===== src/rtl/ram_arbiter2.sv =====
// ram_arbiter2
//   Arbitrates two command masters onto one single-port synchronous RAM.
//   The current owner keeps the RAM for up to MAX_BURST consecutive accepts
//   while the other master is waiting. After that, ownership passes to the
//   other master (round-robin). Read data returns one cycle after the read
//   is accepted, and it goes back to the master that issued the read.
//
// Ports
//   clk, rst_n                      clock, async active-low reset
//   reqN_valid/we/addr/wdata  in    command from master N (held until ready)
//   reqN_ready                out   command from master N accepted this cycle
//   rspN_valid/rdata          out   one-cycle read response to master N
//   ram_cs/we/addr/wdata      out   RAM command port (all zero when idle)
//   ram_rdata                 in    RAM read data, valid the cycle after a read
//
// State table
//   owner   | meaning
//   OWN_0   | master 0 has priority; burst_cnt counts its consecutive accepts
//   OWN_1   | master 1 has priority; burst_cnt counts its consecutive accepts
module ram_arbiter2 #(
  parameter int ADDR_W    = 5,
  parameter int DATA_W    = 16,
  parameter int MAX_BURST = 2
) (
  input  logic              clk,
  input  logic              rst_n,

  input  logic              req0_valid,
  output logic              req0_ready,
  input  logic              req0_we,
  input  logic [ADDR_W-1:0] req0_addr,
  input  logic [DATA_W-1:0] req0_wdata,
  output logic              rsp0_valid,
  output logic [DATA_W-1:0] rsp0_rdata,

  input  logic              req1_valid,
  output logic              req1_ready,
  input  logic              req1_we,
  input  logic [ADDR_W-1:0] req1_addr,
  input  logic [DATA_W-1:0] req1_wdata,
  output logic              rsp1_valid,
  output logic [DATA_W-1:0] rsp1_rdata,

  output logic              ram_cs,
  output logic              ram_we,
  output logic [ADDR_W-1:0] ram_addr,
  output logic [DATA_W-1:0] ram_wdata,
  input  logic [DATA_W-1:0] ram_rdata
);

  // Counter must hold the value MAX_BURST itself.
  localparam int BW = (MAX_BURST < 2) ? 1 : $clog2(MAX_BURST + 1);
  localparam logic [BW-1:0] BURST_MAX = BW'(MAX_BURST);
  localparam logic [BW-1:0] BURST_ONE = BW'(1);

  typedef enum logic {
    OWN_0 = 1'b0,
    OWN_1 = 1'b1
  } owner_e;

  owner_e          owner_q, owner_d;
  logic [BW-1:0]   burst_cnt_q, burst_cnt_d;
  logic            pend_vld_q, pend_vld_d;
  owner_e          pend_id_q, pend_id_d;

  owner_e          other_id;
  owner_e          gnt_id;
  logic            owner_vld;
  logic            other_vld;
  logic            burst_full;
  logic            gnt_owner;
  logic            gnt_other;
  logic            gnt_any;
  logic            gnt0;
  logic            gnt1;

  // Grant decision. Gated with rst_n so nothing is granted while reset is held.
  always_comb begin
    other_id   = (owner_q == OWN_0) ? OWN_1 : OWN_0;
    owner_vld  = (owner_q == OWN_0) ? req0_valid : req1_valid;
    other_vld  = (owner_q == OWN_0) ? req1_valid : req0_valid;
    burst_full = (burst_cnt_q == BURST_MAX);

    // Owner yields only when its burst is used up and the other side is waiting.
    gnt_owner  = rst_n & owner_vld & ~(other_vld & burst_full);
    gnt_other  = rst_n & ~gnt_owner & other_vld;
    gnt_any    = gnt_owner | gnt_other;
    gnt_id     = gnt_owner ? owner_q : other_id;

    gnt0       = gnt_any & (gnt_id == OWN_0);
    gnt1       = gnt_any & (gnt_id == OWN_1);
  end

  // RAM command mux.
  always_comb begin
    ram_cs    = gnt_any;
    ram_we    = 1'b0;
    ram_addr  = '0;
    ram_wdata = '0;
    if (gnt0) begin
      ram_we    = req0_we;
      ram_addr  = req0_addr;
      ram_wdata = req0_wdata;
    end else if (gnt1) begin
      ram_we    = req1_we;
      ram_addr  = req1_addr;
      ram_wdata = req1_wdata;
    end
  end

  // Next-state: ownership / burst tracking plus the single pending read slot.
  always_comb begin
    owner_d     = owner_q;
    burst_cnt_d = burst_cnt_q;
    pend_vld_d  = 1'b0;
    pend_id_d   = pend_id_q;

    if (gnt_any) begin
      if (gnt_id == owner_q) begin
        if (!burst_full) begin
          burst_cnt_d = burst_cnt_q + BURST_ONE;
        end
      end else begin
        owner_d     = gnt_id;
        burst_cnt_d = BURST_ONE;
      end
      pend_vld_d = ~ram_we;
      pend_id_d  = gnt_id;
    end
  end

  always_ff @(posedge clk or negedge rst_n) begin
    if (!rst_n) begin
      owner_q     <= OWN_0;
      burst_cnt_q <= '0;
      pend_vld_q  <= 1'b0;
      pend_id_q   <= OWN_0;
    end else begin
      owner_q     <= owner_d;
      burst_cnt_q <= burst_cnt_d;
      pend_vld_q  <= pend_vld_d;
      pend_id_q   <= pend_id_d;
    end
  end

  assign req0_ready = gnt0;
  assign req1_ready = gnt1;

  // Read data comes straight from the RAM in the response cycle; zeroed otherwise.
  assign rsp0_valid = pend_vld_q & (pend_id_q == OWN_0);
  assign rsp1_valid = pend_vld_q & (pend_id_q == OWN_1);
  assign rsp0_rdata = rsp0_valid ? ram_rdata : '0;
  assign rsp1_rdata = rsp1_valid ? ram_rdata : '0;

endmodule

===== config.mk =====
export PLATFORM = sky130hd
export DESIGN_NAME = ram_arbiter2
export DESIGN_NICKNAME = d
export VERILOG_FILES = /design/src/rtl/ram_arbiter2.sv
export SDC_FILE = /design/constraint.sdc
export NUM_CORES = 1
export LEC_CHECK = 0
export ABC_AREA = 1
export CAP_MARGIN = 40
export CORE_MARGIN = 1
export CORE_UTILIZATION = 23
export CTS_BUF_LIST = sky130_fd_sc_hd__clkbuf_8
export DETAILED_ROUTE_END_ITERATION = 8
export GPL_TIMING_DRIVEN = 0
export PLACE_DENSITY = 0.8
export SETUP_SLACK_MARGIN = 0.02
export SLEW_MARGIN = 25
export SYNTH_ARGS = -nofsm -noshare
export SYNTH_HDL_FRONTEND = slang
export SYNTH_SLANG_ARGS = --single-unit

===== constraint.sdc =====
create_clock -name clk -period 1.6 [get_ports clk]
set_input_delay 0.24 -clock clk [delete_from_list [all_inputs] [get_ports clk]]
set_output_delay 0.24 -clock clk [all_outputs]
set_load 0.01 [all_outputs]

==> impl_metrics.toml, run 1 <==
[final_layout]
layout.cells.non_filler = 341
area_growth_pct = 187
drive_gt1_share_pct = 34.0
mostFrequentLayoutCells = "clkdlybuf4s50_1, nand2_1, nor2_1"
design_area_sq_mm = 0.00224
layout.nets = 363
layout_commonest_cell = "clkdlybuf4s50_1"
diodes = 0

[yosys]
avgSynthCellArea_sq_um = 4.95
yosysUniqueCellTypes = 16
synthTopCellsByArea = "nand2_1, nor2_1, dfrtp_1"
syn_area_sq_um = 782
yosysTopAreaCellShare_pct = 33.6
yosysSeqAreaShare_pct = 16.0
yosys_warnings = 0
yosys_register_bits = 5
synthesis.nets = 223
yosys.area.top_type = "nand2_1"
syn_inst = 158

[placement]
port_buffers = 122
placedCellCount = 324
gp_congestion = 0.704
hpwl_mm = 2.82
placedInstanceArea_sq_mm = 0.00209

[timing]
max_slew_margin_pct = 83.4
rsz0062_at_grt = "true"
fin_crit_sh_pct = 127
max_freq_mhz = 491
setup_viol_count_final = 25
min_period_ns = 2.04
fin_worst_skew_ns = 0.00224
slew_violations = 0
worst_pin_slew_ns = 0.249
hold_viol_final = 0
final.setup.worst_slack_ns = -0.437

[critical_path]
crit_required_ns = 1.36
rr_worst_depth = 12
crit_path_end_kind = "output port"
r2r_start = "burst_cnt_q[0]"
rr_endpoint = "pend_vld_q"
critPathLaunchType = "register"
critical_path_class = "register to output port"
crit_path_start = "burst_cnt_q[0]"
r2r_setup_slack_ns = -0.13
arrival_ns = 1.80
cp_max_fo = 6

[clock_network]
cts_made_buffers = 3
cts_max_path_buffers = 2
cts_sinks = 5
insertion_delay_ns = 0.22
cts_tree = "done"
path_clk_slew_ns = 0.04
cts-root-buf = "clkbuf_8"
htreeDepth = 1

[worst_hold_path]
hold_end = "burst_cnt_q[0]"
hold_path.class = "register to register"
min_path_cells = 2
worstHoldStart = "burst_cnt_q[0]"

[global_routing]
grt_usage_pct = 19.7
grt_max_degree = 11
grt_pass1_vias = 1282
grt_first_pass_wirelength_mm = 5.49
antenna_found_initial = 0
gr-total-overflow = 0

[pwr]
power_density_mw_per_mm2 = 644
finalPower_mw = 1.44
cellLeakagePower_nw = 1.29
peakVddDrop_mv = 0.404

[detailed_routing]
viasPerCell = 4.13
wl_mm = 3.78
drtPass1Iterations = 4
wire_per_inst_microns = 11.1
drc_errors = 0
first_iter_violations = 40
vias = 1410
ant_nets = 0

[status]
violations = "negative setup slack"
status = "finished with violations"

[floorplan]
ios = 123
floorplan.die_area_sq_mm = 0.00364
die_w_microns = 60.3
die_h_microns = 60.3
core_sq_mm = 0.00313
placementRows = 20
floorplan.initialDensity_pct = 25.0

[job]
drv_cap = 0
## stage by stage
step	TNS [ns]	hold slack [ns]	setup WS [ns]	utilization, %
global route	-11.72	0.526	-0.526	71.6
finish	-9.46	0.511	-0.437	71.6
floorplan	0	-0.0556	0.0254	-
detailed placement	-27.72	0.483	-0.984	66.9
CTS	-8.71	0.512	-0.394	71.2
global placement	-27.60	0.474	-0.994	66.9
## per-layer routing
layer  track usage, %  part of all wire [%]
met1             20.2                    36
met2             39.7                    55
met3             3.90                   8.6
met4             4.65                     0
met5                0                     0
## critical path: stages, from the launching register on
cell and delay, ns:
dfrtp_1 0.38, inv_2 0.08, ha_4 0.13, nand3_2 0.09
nand4_1 0.17, nand2_4 0.09, nor2_4 0.22, buf_6 0.17
nand2_2 0.05, nand2_1 0.06, buf_2 0.13
## report_power, final
part	switching, mW	internal (mW)
Clock	0.0657	0.165
Combinational	0.480	0.552
Sequential	0.0271	0.152
## registers in the layout, summed over array words and instances (netlist names)
register	count
owner_q	1
burst_cnt_q	2
pend_vld_q	1
pend_id_q	1
## layout make-up
cell class                      count  area (sq um)
Multi-Input combinational cell    122           634
Clock buffer                        3          41.3
Sequential cell                     5           126
Inverter                           25          96.3
Tap cell                           44          55.1
Fill cell                         280           887
Buffer                              5          58.8
Clock inverter                      1          3.75
Timing Repair Buffer              136          1220
## cells in the mapped netlist
| library cell | instances |
|---|---|
| nand2_1 | 70 |
| nor2_1 | 34 |
| inv_1 | 23 |
| dfrtp_1 | 5 |
| o21ai_0 | 5 |
| buf_6 | 4 |
| nand2_2 | 4 |
| clkbuf_1 | 2 |
| inv_2 | 2 |
| nand3_1 | 2 |
| nand4_1 | 2 |
| ha_1 | 1 |
| nand3_2 | 1 |
| nor2_4 | 1 |
| o21a_1 | 1 |
| or2_2 | 1 |
## cell families (layout without fill, tap and decap cells)
group / after synthesis / after routing / share of synthesized area, %
AND/OR/NAND/NOR: 115 / 115 / 59.5
buffers and inverters: 31 / 170 / 18.7
AO/OA/AOI/OAI: 6 / 6 / 4.16
flip-flops: 5 / 5 / 16.0
adder cells (fa/ha/maj): 1 / 1 / 1.60
## how the worst max path moves through the flow
stage	to	slack (ns)
floorplan	ram_wdata[1]	0.03
global placement	ram_wdata[7]	-0.99
detailed placement	ram_wdata[9]	-0.98
CTS	ram_wdata[13]	-0.39
global route	ram_wdata[10]	-0.53
finish	ram_wdata[12]	-0.44
## timing repair
| item | 4_1_cts | 5_1_grt |
|---|---|---|
| endpoints found under the hold margin | 5 | 0 |
| buffers inserted | 8 | 1 |
| pin swaps | 15 | 5 |
| setup endpoints to repair | 59 | 47 |
| gates resized for setup | 182 | 31 |
| cloned | 4 | 0 |
| hold buffers | 1 | 0 |
No activity file was read; power rests on OpenSTA's default activity.
==> run 2, diff against run 1 <==
Settings changed: PLACE_DENSITY 0.8 to 0.87.
==> run 2 against run 1 <==
The run still ends with negative setup slack left. First-iteration DRC count is 18% lower. Total power increased by 5.7%. Sequential power hardly changed. Global-route usage did not move. Setup slack better by 0.0041 ns.
==> impl_metrics.toml, run 2 (synthesized netlist as in run 1, its figures left out) <==
[clock_network]
cts_made_buffers = 3
cts_sinks = 5
cts-root-buf = "clkbuf_8"
insertion_delay_ns = 0.23
htreeDepth = 1
path_clk_slew_ns = 0.04
cts_max_path_buffers = 2
cts_tree = "done"

[floorplan]
floorplan.initialDensity_pct = 25.0
placementRows = 20
die_h_microns = 60.3
floorplan.die_area_sq_mm = 0.00364
ios = 123
core_sq_mm = 0.00313
die_w_microns = 60.3

[final_layout]
layout_commonest_cell = "clkdlybuf4s50_1"
top_register = "burst_cnt_q"
mostFrequentLayoutCells = "clkdlybuf4s50_1, nand2_1, nor2_1"
diodes = 0
largest_register_ffs = 2
nFillCells = 268
design_area_sq_mm = 0.00234
fin_util_pct = 74.9
area_growth_pct = 200
layout.nets = 369
drive_gt1_share_pct = 35.6

[worst_hold_path]
hold_path.class = "primary input to asynchronous set/reset pin"

[timing]
fin_crit_sh_pct = 127
timing.hold.ws_ns = 0.547
rsz0062_at_grt = "true"
max_freq_mhz = 492
worst_pin_slew_ns = 0.255
max_slew_margin_pct = 82.9
final.setup.worst_slack_ns = -0.433
setup_tns_ns = -9.44
hold_viol_final = 0
min_period_ns = 2.03
slew_violations = 0
setup_viol_count_final = 27
fin_worst_skew_ns = 0.00391

[critical_path]
cpMostUsedCell = "buf_6"
crit_path_end_kind = "output port"
crit_slowest_cell = "dfrtp_1"
crit_family = "simple AND/OR/NAND/NOR gates"
max_stage_delay_ns = 0.38
crit_buf_inv = 3
arrival_ns = 1.79
crit_required_ns = 1.36
cp_max_fo = 6
worstPathCellList = "inv_2, ha_4, nand3_2, nand4_1, nand2_4, nor2_4, buf_6, nand2_1, nand2_2, buf_6"
critical_path_class = "register to output port"
critPathLaunchType = "register"

[placement]
port_buffers = 122
pre_cts_slack_ns = -0.981
gp_congestion = 0.666
placedInstanceArea_sq_mm = 0.00209
hpwl_mm = 2.80

[detailed_routing]
wire_per_inst_microns = 11.3
first_iter_violations = 33
drtPass1Iterations = 4
ant_nets = 0
drc_errors = 0
wl_mm = 3.91
viasPerCell = 4.19
vias = 1453

[global_routing]
gr-total-overflow = 0
grt_pass1_vias = 1240
antenna_found_initial = 0
grt_usage_pct = 19.7
grt_max_degree = 11
grt_first_pass_wirelength_mm = 5.46

[status]
violations = "negative setup slack"
status = "finished with violations"

[job]
drv_cap = 0

[pwr]
power_density_mw_per_mm2 = 651
peakVddDrop_mv = 0.535
cellLeakagePower_nw = 1.34
run 2: changes by cell type in the layout (fill, tap and decap cells not counted), sizes merged:
cell	delta
dlygate4sd2	-1
buf	+5
clkdlybuf4s15	+2
run 2: stage by stage:
| stage | power, mW | cells |
|---|---|---|
| floorplan | 0.576 | 158 |
| global placement | 1.10 | 324 |
| detailed placement | 1.12 | 324 |
| CTS | 1.43 | 343 |
| global route | 1.63 | 347 |
| finish | 1.52 | 347 |
run 2: worst register-to-register path: stages (launching register included):
cell and delay, ns:
dfrtp_1 0.36, inv_2 0.06, ha_4 0.16, nand3_2 0.08, nand4_1 0.17, buf_4 0.19, nand4_1 0.09, nand2_2 0.08
buf_6 0.12, buf_6 0.10, buf_6 0.10, nor2_2 0.07
run 2: timing repair:
item,CTS,global route
setup buffers,12,4
endpoints found under the hold margin,5,0
resized for setup,184,45
endpoints found under the setup margin,59,49
pin swaps,15,3
cloned,4,0
hold buffers,1,0
run 2: final timing paths:
| kind | from | to | slack, ns | depth (start not counted) |
|---|---|---|---|---|
| worst min register to register | burst_cnt_q[1] | burst_cnt_q[1] | 0.55 | 2 |
| min in group clk | burst_cnt_q[1] | burst_cnt_q[1] | 0.55 | 2 |
| worst max-delay path | burst_cnt_q[0] | ram_wdata[8] | -0.43 | 10 |
| max in group asynchronous | rst_n | pend_vld_q | 0.83 | 2 |
| worst max register to register | burst_cnt_q[0] | pend_vld_q | -0.04 | 11 |
| worst min-delay path | rst_n | pend_id_q | 0.55 | 2 |
run 2: routing by layer:
metal  vias to the layer above  global-route usage, %  wire (microns)
li1                        748                      -               -
met1                       636                   21.7            1370
met2                        67                   38.8            2200
met3                         2                   3.03             318
met4                         0                   3.99              25
met5                         -                      0               0
run 2: report_power, final:
group | switching (mW) | internal, mW | total (mW)
logic | 0.507 | 0.602 | 1.11
clock network | 0.0706 | 0.165 | 0.236
registers | 0.0271 | 0.152 | 0.180
run 2: layout make-up:
| class | instances | area [sq um] | area share, % |
|---|---|---|---|
| buffer | 6 | 72.6 | 3.10 |
| clock buffer | 3 | 41.3 | 1.76 |
| clock inverter | 1 | 3.75 | 0.160 |
| inverter | 25 | 101 | 4.33 |
| multi-input combinational | 122 | 644 | 27.5 |
| sequential | 5 | 126 | 5.40 |
| tap | 44 | 55.1 | 2.35 |
| timing repair buffer | 141 | 1300 | 55.4 |
==> run 3, diff against run 2 <==
Settings changed: CTS_CLUSTER_SIZE set to 25.
==> results of run 3 <==
Final layout, timing and power as in run 2 (identical DEF).
